===== config.mk =====
export PLATFORM = sky130hd
export DESIGN_NAME = sif_xa_arbiter_flat
export DESIGN_NICKNAME = d
export VERILOG_FILES = /design/src/rtl/sif_xa_arbiter_if.sv /design/src/rtl/sif_xa_arbiter.sv /design/src/flat_wrapper.sv
export SDC_FILE = /design/constraint.sdc
export NUM_CORES = 1
export LEC_CHECK = 0
export CORE_ASPECT_RATIO = 1.75
export CORE_MARGIN = 4
export CORE_UTILIZATION = 39
export DETAILED_ROUTE_END_ITERATION = 7
export PLACE_DENSITY = 0.92
export SKIP_CTS_REPAIR_TIMING = 1
export SYNTH_ARGS = -nofsm -noshare
export SYNTH_HDL_FRONTEND = slang
export SYNTH_SLANG_ARGS = --single-unit

===== constraint.sdc =====
create_clock -name clk -period 2.6 [get_ports clk]
set_clock_uncertainty 0.1 [all_clocks]
set_input_delay 0.52 -clock clk [delete_from_list [all_inputs] [get_ports clk]]
set_output_delay 0.52 -clock clk [all_outputs]
set_load 0.005 [all_outputs]

===== src/rtl/sif_xa_arbiter_if.sv =====
// SIF XA bus bundle between the arbiter (master) and the SIF slave.
//   xa_wr_s / xa_rd_s : one-cycle write / read strobes from the master
//   xa_addr / xa_wdata: address and write data, valid with a strobe
//   xa_ready          : slave can accept a strobe this cycle
//   xa_rdata/xa_rd_vld: read data returned by the slave
interface sif_xa_arbiter_if #(
    parameter int ADDR_W = 8,
    parameter int DATA_W = 32
) ();
    logic              xa_wr_s;
    logic              xa_rd_s;
    logic [ADDR_W-1:0] xa_addr;
    logic [DATA_W-1:0] xa_wdata;
    logic              xa_ready;
    logic [DATA_W-1:0] xa_rdata;
    logic              xa_rd_vld;

    modport master (
        output xa_wr_s, xa_rd_s, xa_addr, xa_wdata,
        input  xa_ready, xa_rdata, xa_rd_vld
    );

    modport slave (
        input  xa_wr_s, xa_rd_s, xa_addr, xa_wdata,
        output xa_ready, xa_rdata, xa_rd_vld
    );
endinterface


===== src/rtl/sif_xa_arbiter.sv =====
// Round-robin arbiter/sequencer sharing one SIF XA master port among N_REQ
// requesters. Each requester posts {wr,rd} = 10 (write), 01 (read) or
// 11 (illegal, answered with ack+err and no bus activity).
//   clk, rst_n           : clock, async active-low reset
//   req_wr/req_rd        : per-requester operation request (hold until ack)
//   req_addr/req_wdata   : packed per-requester address / write data
//   req_ack/req_err      : one-cycle completion / error pulse to the grantee
//   req_rdata            : last captured read data, valid with req_ack
//   gnt_id               : current / last granted requester
//   busy                 : high whenever the sequencer is not arbitrating
//   xa                   : SIF XA master port
//
// state   | meaning
// ARB     | idle, pick next pending requester round-robin
// ISSUE   | drive latched op; strobe fires the cycle xa_ready is high
// RD_WAIT | read issued, wait for xa_rd_vld or timeout
// RESP    | ack/err pulse to grantee, advance round-robin pointer
module sif_xa_arbiter #(
    parameter int N_REQ      = 4,
    parameter int ADDR_W     = 8,
    parameter int DATA_W     = 32,
    parameter int RD_TIMEOUT = 16
) (
    input  logic                       clk,
    input  logic                       rst_n,
    input  logic [N_REQ-1:0]           req_wr,
    input  logic [N_REQ-1:0]           req_rd,
    input  logic [N_REQ*ADDR_W-1:0]    req_addr,
    input  logic [N_REQ*DATA_W-1:0]    req_wdata,
    output logic [N_REQ-1:0]           req_ack,
    output logic [N_REQ-1:0]           req_err,
    output logic [DATA_W-1:0]          req_rdata,
    output logic [$clog2(N_REQ)-1:0]   gnt_id,
    output logic                       busy,
    sif_xa_arbiter_if.master           xa
);
    localparam int ID_W  = $clog2(N_REQ);
    localparam int TMR_W = $clog2(RD_TIMEOUT);

    typedef enum logic [1:0] {ARB, ISSUE, RD_WAIT, RESP} state_t;

    state_t            state;
    logic [ID_W-1:0]   last_gnt;
    logic [TMR_W-1:0]  timer;
    logic              op_wr;
    logic              op_rd;
    logic [ADDR_W-1:0] addr_q;
    logic [DATA_W-1:0] wdata_q;

    logic [N_REQ-1:0]  pend;
    logic              found;
    logic [ID_W-1:0]   sel;
    logic [ID_W-1:0]   cand;
    int                idx;
    logic [N_REQ-1:0]  sel_oh;
    logic [N_REQ-1:0]  gnt_oh;
    logic [ADDR_W-1:0] sel_addr;
    logic [DATA_W-1:0] sel_wdata;

    // Search starts one past the last grant and wraps, which bounds the
    // wait of any pending requester to N_REQ grants.
    always_comb begin
        pend  = req_wr | req_rd;
        found = 1'b0;
        sel   = last_gnt;
        cand  = '0;
        idx   = 0;
        for (int k = 1; k <= N_REQ; k++) begin
            idx = int'(last_gnt) + k;
            if (idx >= N_REQ) idx = idx - N_REQ;
            cand = ID_W'(idx);
            if (!found && pend[cand]) begin
                found = 1'b1;
                sel   = cand;
            end
        end
        sel_oh         = '0;
        sel_oh[sel]    = 1'b1;
        gnt_oh         = '0;
        gnt_oh[gnt_id] = 1'b1;
        sel_addr  = req_addr[int'(sel)*ADDR_W +: ADDR_W];
        sel_wdata = req_wdata[int'(sel)*DATA_W +: DATA_W];
    end

    // Strobes follow xa_ready combinationally so the single accepted cycle
    // is also the single strobe cycle.
    assign xa.xa_wr_s  = (state == ISSUE) & op_wr & xa.xa_ready;
    assign xa.xa_rd_s  = (state == ISSUE) & op_rd & xa.xa_ready;
    assign xa.xa_addr  = addr_q;
    assign xa.xa_wdata = wdata_q;
    assign busy        = (state != ARB);

    always_ff @(posedge clk or negedge rst_n) begin
        if (!rst_n) begin
            state     <= ARB;
            last_gnt  <= ID_W'(N_REQ - 1);
            gnt_id    <= '0;
            timer     <= '0;
            op_wr     <= 1'b0;
            op_rd     <= 1'b0;
            addr_q    <= '0;
            wdata_q   <= '0;
            req_ack   <= '0;
            req_err   <= '0;
            req_rdata <= '0;
        end else begin
            req_ack <= '0;
            req_err <= '0;
            case (state)
                ARB: begin
                    if (found) begin
                        gnt_id  <= sel;
                        addr_q  <= sel_addr;
                        wdata_q <= sel_wdata;
                        op_wr   <= req_wr[sel];
                        op_rd   <= req_rd[sel];
                        if (req_wr[sel] && req_rd[sel]) begin
                            req_ack <= sel_oh;
                            req_err <= sel_oh;
                            state   <= RESP;
                        end else begin
                            state <= ISSUE;
                        end
                    end
                end
                ISSUE: begin
                    if (xa.xa_ready) begin
                        if (op_wr) begin
                            req_ack <= gnt_oh;
                            state   <= RESP;
                        end else begin
                            timer <= TMR_W'(RD_TIMEOUT - 1);
                            state <= RD_WAIT;
                        end
                    end
                end
                RD_WAIT: begin
                    if (xa.xa_rd_vld) begin
                        req_rdata <= xa.xa_rdata;
                        req_ack   <= gnt_oh;
                        state     <= RESP;
                    end else if (timer == '0) begin
                        req_ack <= gnt_oh;
                        req_err <= gnt_oh;
                        state   <= RESP;
                    end else begin
                        timer <= timer - 1'b1;
                    end
                end
                RESP: begin
                    last_gnt <= gnt_id;
                    state    <= ARB;
                end
                default: state <= ARB;
            endcase
        end
    end
endmodule


===== src/flat_wrapper.sv =====
// flat-port wrapper written by rule: the top's interface ports become plain ports
module sif_xa_arbiter_flat 
#(
    parameter int N_REQ      = 4,
    parameter int ADDR_W     = 8,
    parameter int DATA_W     = 32,
    parameter int RD_TIMEOUT = 16
)
  (clk, rst_n, req_wr, req_rd, req_addr, req_wdata, req_ack, req_err, req_rdata, gnt_id, busy, xa_xa_wr_s, xa_xa_rd_s, xa_xa_addr, xa_xa_wdata, xa_xa_ready, xa_xa_rdata, xa_xa_rd_vld);
  sif_xa_arbiter_if #(.ADDR_W(ADDR_W), .DATA_W(DATA_W)) xa_i ();
  input  logic clk;
  input  logic rst_n;
  input  logic [N_REQ-1:0] req_wr;
  input  logic [N_REQ-1:0] req_rd;
  input  logic [N_REQ*ADDR_W-1:0] req_addr;
  input  logic [N_REQ*DATA_W-1:0] req_wdata;
  output logic [N_REQ-1:0] req_ack;
  output logic [N_REQ-1:0] req_err;
  output logic [DATA_W-1:0] req_rdata;
  output logic [$clog2(N_REQ)-1:0] gnt_id;
  output logic busy;
  output wire logic [$bits(xa_i.xa_wr_s)-1:0] xa_xa_wr_s;
  output wire logic [$bits(xa_i.xa_rd_s)-1:0] xa_xa_rd_s;
  output wire logic [$bits(xa_i.xa_addr)-1:0] xa_xa_addr;
  output wire logic [$bits(xa_i.xa_wdata)-1:0] xa_xa_wdata;
  input wire logic [$bits(xa_i.xa_ready)-1:0] xa_xa_ready;
  input wire logic [$bits(xa_i.xa_rdata)-1:0] xa_xa_rdata;
  input wire logic [$bits(xa_i.xa_rd_vld)-1:0] xa_xa_rd_vld;
  assign xa_xa_wr_s = xa_i.xa_wr_s;
  assign xa_xa_rd_s = xa_i.xa_rd_s;
  assign xa_xa_addr = xa_i.xa_addr;
  assign xa_xa_wdata = xa_i.xa_wdata;
  assign xa_i.xa_ready = xa_xa_ready;
  assign xa_i.xa_rdata = xa_xa_rdata;
  assign xa_i.xa_rd_vld = xa_xa_rd_vld;
  sif_xa_arbiter #(.N_REQ(N_REQ), .ADDR_W(ADDR_W), .DATA_W(DATA_W), .RD_TIMEOUT(RD_TIMEOUT)) u_core (.clk(clk), .rst_n(rst_n), .req_wr(req_wr), .req_rd(req_rd), .req_addr(req_addr), .req_wdata(req_wdata), .req_ack(req_ack), .req_err(req_err), .req_rdata(req_rdata), .gnt_id(gnt_id), .busy(busy), .xa(xa_i));
endmodule

==> qor.csv, run 1 <==
stage,metric,value,unit
power_and_ir_drop,ir_drop,0.568,mV
synth,avgSynthCellArea,11.0,um^2
clock_tree,cts.clk_slew.worst_paths,0.07,ns
die,io_pins,289,
sta,setup_viol,0,
power_and_ir_drop,powerDensity,1060,nW/um^2
power_and_ir_drop,p_sw,3.38,mW
die,start_util,39.6,%
placement,port_buffers,288,
run,cap_viol_max_count,0,
detailed_routing,drtPass1Iterations,7,
synth,synth_edf_count,0,
die,fp-row-count,55,
sta,period_share,97.7,%
clock_tree,h-tree-depth,3,
layout,final_common_cell,clkdlybuf4s50_1,
clock_tree,root_buffer,clkbuf_16,
layout,final_cell_mix,"279 x clkdlybuf4s50_1, 89 x dfrtp_1, 70 x mux2_2, 60 x nand2_1, 47 x mux2i_1",
layout,multi_input_area,2640,um^2
synth,netlist_instances,466,
layout,nNetsFinal,999,
clock_tree,clk_path_buf_depth,2,
worst_setup_path,worstPathCellList,nor3_2 > a2111oi_4 > buf_4 > clkbuf_16 > mux2_2 > a222oi_1 > o21ai_1,
detailed_routing,top_layer,met4,
layout,diodes,0,
global_route,grt-ovfl-total,0,
detailed_routing,drt-wirelength-per-cell,20.2,um
worst_setup_path,cp_max_fo,15,
placement,place_inst,943,
clock_tree,cts_inserted_buffers,9,
layout,fin_cells,965,
worst_setup_path,critical-path-top-delay-family,compound AO/OA/AOI/OAI gates,
global_route,grt_max_degree,37,
worst_setup_path,cp_slowest_cell,dfstp_4,
min_path,hp-class,in2async,
layout,nFillCells,978,
detailed_routing,wl_met2,10800,um
sta,clock.fmax,394,MHz
global_route,antenna_found_initial,0,
worst_setup_path,critical_path_buf_inv_count,2,
layout,regArea,2310,um^2
synth,yosysTopAreaCell,dfrtp_1,
global_route,grtUsageTotal,25.0,%
detailed_routing,wl_met3,1610,um
detailed_routing,antenna_left,0,
synth,syn_nets,675,
global_route,first_global_vias,5692,
layout,syn2layout_area_growth,74.3,%
placement,dp_hpwl,15700,um
detailed_routing,vias,5286,
detailed_routing,drcViolationCount,0,
power_and_ir_drop,power_frac_comb,57.9,%
worst_setup_path,cp-end-kind,flop,
power_and_ir_drop,p_leak,3.82,nW
detailed_routing,drt-total-wl,19500,um
synth,yosys.area.top_type_share,43.9,%
power_and_ir_drop,p_int,6.10,mW
power_and_ir_drop,finalPower,9.48,mW
clock_tree,clock_latency,0.34,ns
sta,min_period,2.54,ns
synth,yosysWarnings,0,
die,die_h,160,um
run_status,status,finished clean,
die,die_area,15100,um^2
detailed_routing,met1_length,6200,um
power_and_ir_drop,pwr-share-seq,27.0,%
clock_tree,cts_tree,built,
power_and_ir_drop,sw_frac_of_total,35.6,%
power_and_ir_drop,clkPwrFrac,15.1,%
synth,synth_ff_type,dfrtp_1,
worst_setup_path,crit_arrival,2.66,ns
synth,ys_seq_area_share,44.9,%
detailed_routing,dr.first_iter.drc_count,261,
sta,finalHoldViolations,0,
synth,ys_ff_latch,92,
placement,gp_congestion,0.869,
die,core_area,12900,um^2
worst_setup_path,path_class,reg2reg,
layout,drive_gt1_share,20.9,%
global_route,grt_pass1_wl,29400,um
sta,slew_headroom,63.4,%
synth,netlist_area,5130,um^2
synth,async_reset_ff_share,100,%
worst_setup_path,required,2.72,ns
sta,worst_slew_pin_slew,0.548,ns
synth,yosysUniqueCellTypes,56,
worst_setup_path,cpPeakStageDelay,0.73,ns
die,die_w,94.7,um
worst_setup_path,crit_path_start_kind,flop,
synth,synth_top_cells_by_area,"dfrtp_1 44%, mux2_2 15%, mux2i_1 9.2%, nand2_1 4.5%, a222oi_1 3.5%",
sta,maxSlewViolCount,0,
detailed_routing,avgViaCountPerCell,5.48,
clock_tree,clock-sinks,92,
metal layers:
metal / vias up / track usage [%]
met5: - / 0
met3: 57 / 6.22
met2: 313 / 47.4
met1: 2534 / 23.7
met4: 0 / 12.9
li1: 2382 / -
flip-flops by register name (all words and copies together) (netlist names), 2 cells and up:
register,flops
u_core.last_gnt,2
u_core.state,2
u_core.req_ack,4
u_core.xa.xa_addr,8
u_core.gnt_id,2
u_core.req_err,4
u_core.xa.xa_wdata,32
u_core.timer,4
u_core.req_rdata,32
synthesized netlist by cell type (all sizes together), types with 2 or more instances:
cell type  number
a21oi           7
a222oi         18
a22o            2
a31o            3
a31oi           4
buf            16
clkbuf         13
dfrtp          90
dfstp           2
ha              5
inv            10
mux2           73
mux2i          47
nand2          61
nand2b          2
nand3           7
nand3b          4
nand4           3
nor2            8
nor3            6
nor3b           2
nor4            2
o21a            2
o21ai          51
o22ai           2
o32ai           7
or2             2
worst paths after layout:
path	startpoint	slack (ns)	end	cells past startpoint
setup / recovery	u_core.last_gnt[1]$_DFFE_PN1N_	0.06	u_core.xa.xa_wdata[6]$_DFFE_PN0P_	7
hold / removal	rst_n	0.06	u_core.timer[3]$_DFFE_PN0P_	1
setup reg to reg	u_core.last_gnt[1]$_DFFE_PN1N_	0.06	u_core.xa.xa_wdata[6]$_DFFE_PN0P_	7
hold reg to reg	u_core.xa.xa_wdata[1]$_DFFE_PN0P_	0.39	u_core.xa.xa_wdata[1]$_DFFE_PN0P_	2
max in group asynchronous	rst_n	1.73	u_core.last_gnt[0]$_DFFE_PN1N_	2
min in group clk	u_core.xa.xa_wdata[1]$_DFFE_PN0P_	0.39	u_core.xa.xa_wdata[1]$_DFFE_PN0P_	2
layout make-up:
type                       count  share of cell area (%)
timing repair buffer         342                    38.2
multi-input combinational    335                    29.5
sequential                    92                    25.8
clock buffer                   9                    2.52
tap                          171                    2.39
clock inverter                 6                    1.08
inverter                      10                   0.420
power by group through the flow:
stage | Sequential, mW | Combinational [mW] | Clock, mW
floorplan | 2.50 | 2.76 | 0
global placement | 2.51 | 5.11 | 0
detailed placement | 2.56 | 5.34 | 0
CTS | 2.54 | 5.35 | 1.45
global route | 2.64 | 5.91 | 1.51
finish | 2.56 | 5.49 | 1.43
through the flow:
step / hold WS (ns) / instance area [um^2] / setup TNS [ns] / setup slack (ns) / util [%]
after global routing: 0.0867 / 8940 / -0.00502 / -0.00502 / 69.1
after CTS: 0.0663 / 8820 / -0.232 / -0.0700 / 68.2
final: 0.0626 / 8940 / 0 / 0.0608 / 69.1
after detailed placement: 0.375 / 8500 / -14.58 / -0.424 / 65.7
after global placement: 0.358 / 8500 / -11.06 / -0.320 / 65.7
after floorplan: 0.124 / 5130 / 0 / 0.271 / -
logic make-up after synthesis:
logic type      after synthesis  synth area share [%]
simple gates                104                  10.0
buf+inv                      39                  4.00
fa+ha+maj                     5                  1.22
compound gates              106                  14.6
flops                        92                  44.9
mux                         120                  25.2
Note: power is estimated with default switching activity, not from simulation.
==> run 2: changes to the inputs <==
- CORE_UTILIZATION: 39 -> 42
- PLACE_DENSITY: 0.92 -> 0.95
- clock period: 2.6 -> 3 ns (I/O delays scaled with it)
==> qor.csv, run 2 (synthesis gave the netlist of run 1 again) <==
stage,metric,value,unit
run_status,status,finished clean,
power_and_ir_drop,power_frac_comb,56.5,%
clock_tree,h-tree-depth,3,
die,fp-row-count,53,
sta,setup_viol,0,
detailed_routing,avgViaCountPerCell,5.51,
placement,gp_congestion,0.960,
sta,clock.fmax,353,MHz
sta,min_period,2.83,ns
worst_setup_path,cp_max_fo,27,
power_and_ir_drop,clkPwrFrac,15.2,%
global_route,grtUsageTotal,27.2,%
sta,worst_slew_pin_slew,0.586,ns
power_and_ir_drop,sw_frac_of_total,36.0,%
min_path,hp-class,in2async,
clock_tree,clock-sinks,92,
die,die_h,154,um
power_and_ir_drop,powerDensity,906,nW/um^2
clock_tree,cts.clk_slew.worst_paths,0.06,ns
power_and_ir_drop,finalPower,7.82,mW
global_route,grt-ovfl-total,0,
layout,final_common_cell,clkdlybuf4s50_1,
sta,slew_headroom,61.0,%
global_route,antenna_found_initial,2,
sta,finalHoldViolations,0,
die,core_area,12000,um^2
worst_setup_path,startpoint,req_rd[1],
clock_tree,clock_latency,0.33,ns
detailed_routing,drcViolationCount,0,
die,die_w,91.5,um
detailed_routing,vias,5162,
placement,port_buffers,288,
detailed_routing,dr.first_iter.drc_count,308,
worst_setup_path,rr_startpoint,u_core.last_gnt[0]$_DFFE_PN1N_,
power_and_ir_drop,p_int,5.01,mW
clock_tree,clk_path_buf_depth,2,
sta,period_share,94.5,%
layout,syn2layout_area_growth,68.4,%
layout,final_cell_mix,"287 x clkdlybuf4s50_1, 90 x dfrtp_1, 70 x mux2_2, 60 x nand2_1, 47 x mux2i_1",
layout,diodes,0,
worst_setup_path,required,3.09,ns
global_route,first_global_vias,5592,
sta,rsz0062_at_grt,no,
clock_tree,cts_tree,built,
power_and_ir_drop,p_leak,3.60,nW
detailed_routing,drt-total-wl,19500,um
detailed_routing,antenna_left,0,
power_and_ir_drop,p_sw,2.81,mW
layout,final_util,71.9,%
detailed_routing,drt-wirelength-per-cell,20.8,um
die,io_pins,289,
clock_tree,root_buffer,clkbuf_16,
worst_setup_path,path_class,in2reg,
global_route,grt_pass1_wl,29700,um
power_and_ir_drop,ir_drop,0.491,mV
global_route,grt_max_degree,74,
layout,nNetsFinal,975,
worst_setup_path,cp-end-kind,flop,
worst_setup_path,regToRegEndpoint,u_core.xa.xa_wdata[6]$_DFFE_PN0P_,
detailed_routing,drtPass1Iterations,6,
clock_tree,cts_inserted_buffers,9,
worst_setup_path,crit_arrival,2.92,ns
placement,dp_hpwl,15800,um
die,start_util,42.7,%
worst_setup_path,crit_path_start_kind,input pin,
power_and_ir_drop,pwr-share-seq,28.3,%
die,die_area,14100,um^2
run,cap_viol_max_count,0,
worst_setup_path,ff2ff_setup_slack,0.46,ns
worst_setup_path,ff2ff_path_depth,6,
sta,maxSlewViolCount,0,
layout,drive_gt1_share,17.8,%
## run 2: cell types whose count changed in the layout (fill, tap and decap cells not counted), sizes merged
cell,change
buf,-23
clkdlybuf4s50,+8
dlymetal6s2s,-8
bufinv,-1
clkbuf,+1
## run 2: cell type report
class / count / area (um^2)
Clock inverter: 5 / 66.3
Clock buffer: 11 / 253
Fill cell: 846 / 3370
Multi-Input combinational cell: 335 / 2620
Tap cell: 165 / 206
Timing Repair Buffer: 318 / 3140
Sequential cell: 92 / 2300
Inverter: 10 / 37.5
## run 2: per-stage QoR
| step | hold WS (ns) | setup TNS [ns] | instances | cell area [um^2] | setup WS, ns |
|---|---|---|---|---|---|
| floorplan | 0.204 | 0 | 466 | 5130 | 0.591 |
| global placement | 0.359 | -0.00846 | 920 | 8320 | -0.00846 |
| detailed placement | 0.365 | -1.24 | 920 | 8320 | -0.0913 |
| CTS | 0.189 | 0 | 936 | 8630 | 0.187 |
| global route | 0.201 | 0 | 936 | 8630 | 0.0326 |
| finish | 0.164 | 0 | 936 | 8630 | 0.166 |
## run 2: layer usage
layer | GRT usage, % | part of all wire, %
met1 | 26.9 | 34
met2 | 51.5 | 54
met3 | 8.17 | 8.4
met4 | 11.4 | 3.4
met5 | 0 | 0.14
## run 2: power by group through the flow
stage               logic [mW]  registers, mW  clock network [mW]
finish                    4.42           2.21                1.19
global route              4.75           2.29                1.27
CTS                       4.44           2.21                1.22
detailed placement        4.43           2.22                   0
global placement          4.24           2.18                   0
floorplan                 2.39           2.17                   0
## run 2: worst max-delay path by stage
stage | cells past startpoint | slack (ns) | to
finish | 9 | 0.17 | u_core.xa.xa_wdata[6]$_DFFE_PN0P_
CTS | 8 | 0.19 | u_core.xa.xa_wdata[6]$_DFFE_PN0P_
floorplan | 7 | 0.59 | u_core.xa.xa_wdata[6]$_DFFE_PN0P_
global route | 8 | 0.03 | u_core.xa.xa_wdata[6]$_DFFE_PN0P_
detailed placement | 8 | -0.09 | u_core.xa.xa_wdata[6]$_DFFE_PN0P_
global placement | 8 | -0.008 | u_core.xa.xa_wdata[6]$_DFFE_PN0P_
## run 2: critical path, cell delays in order
cell	delay (ns)
clkdlybuf4s50_1	0.43
buf_4	0.16
nor2_1	0.20
nor3_1	0.14
a2111oi_4	0.31
buf_12	0.25
mux2_2	0.35
a222oi_1	0.29
o21ai_0	0.17
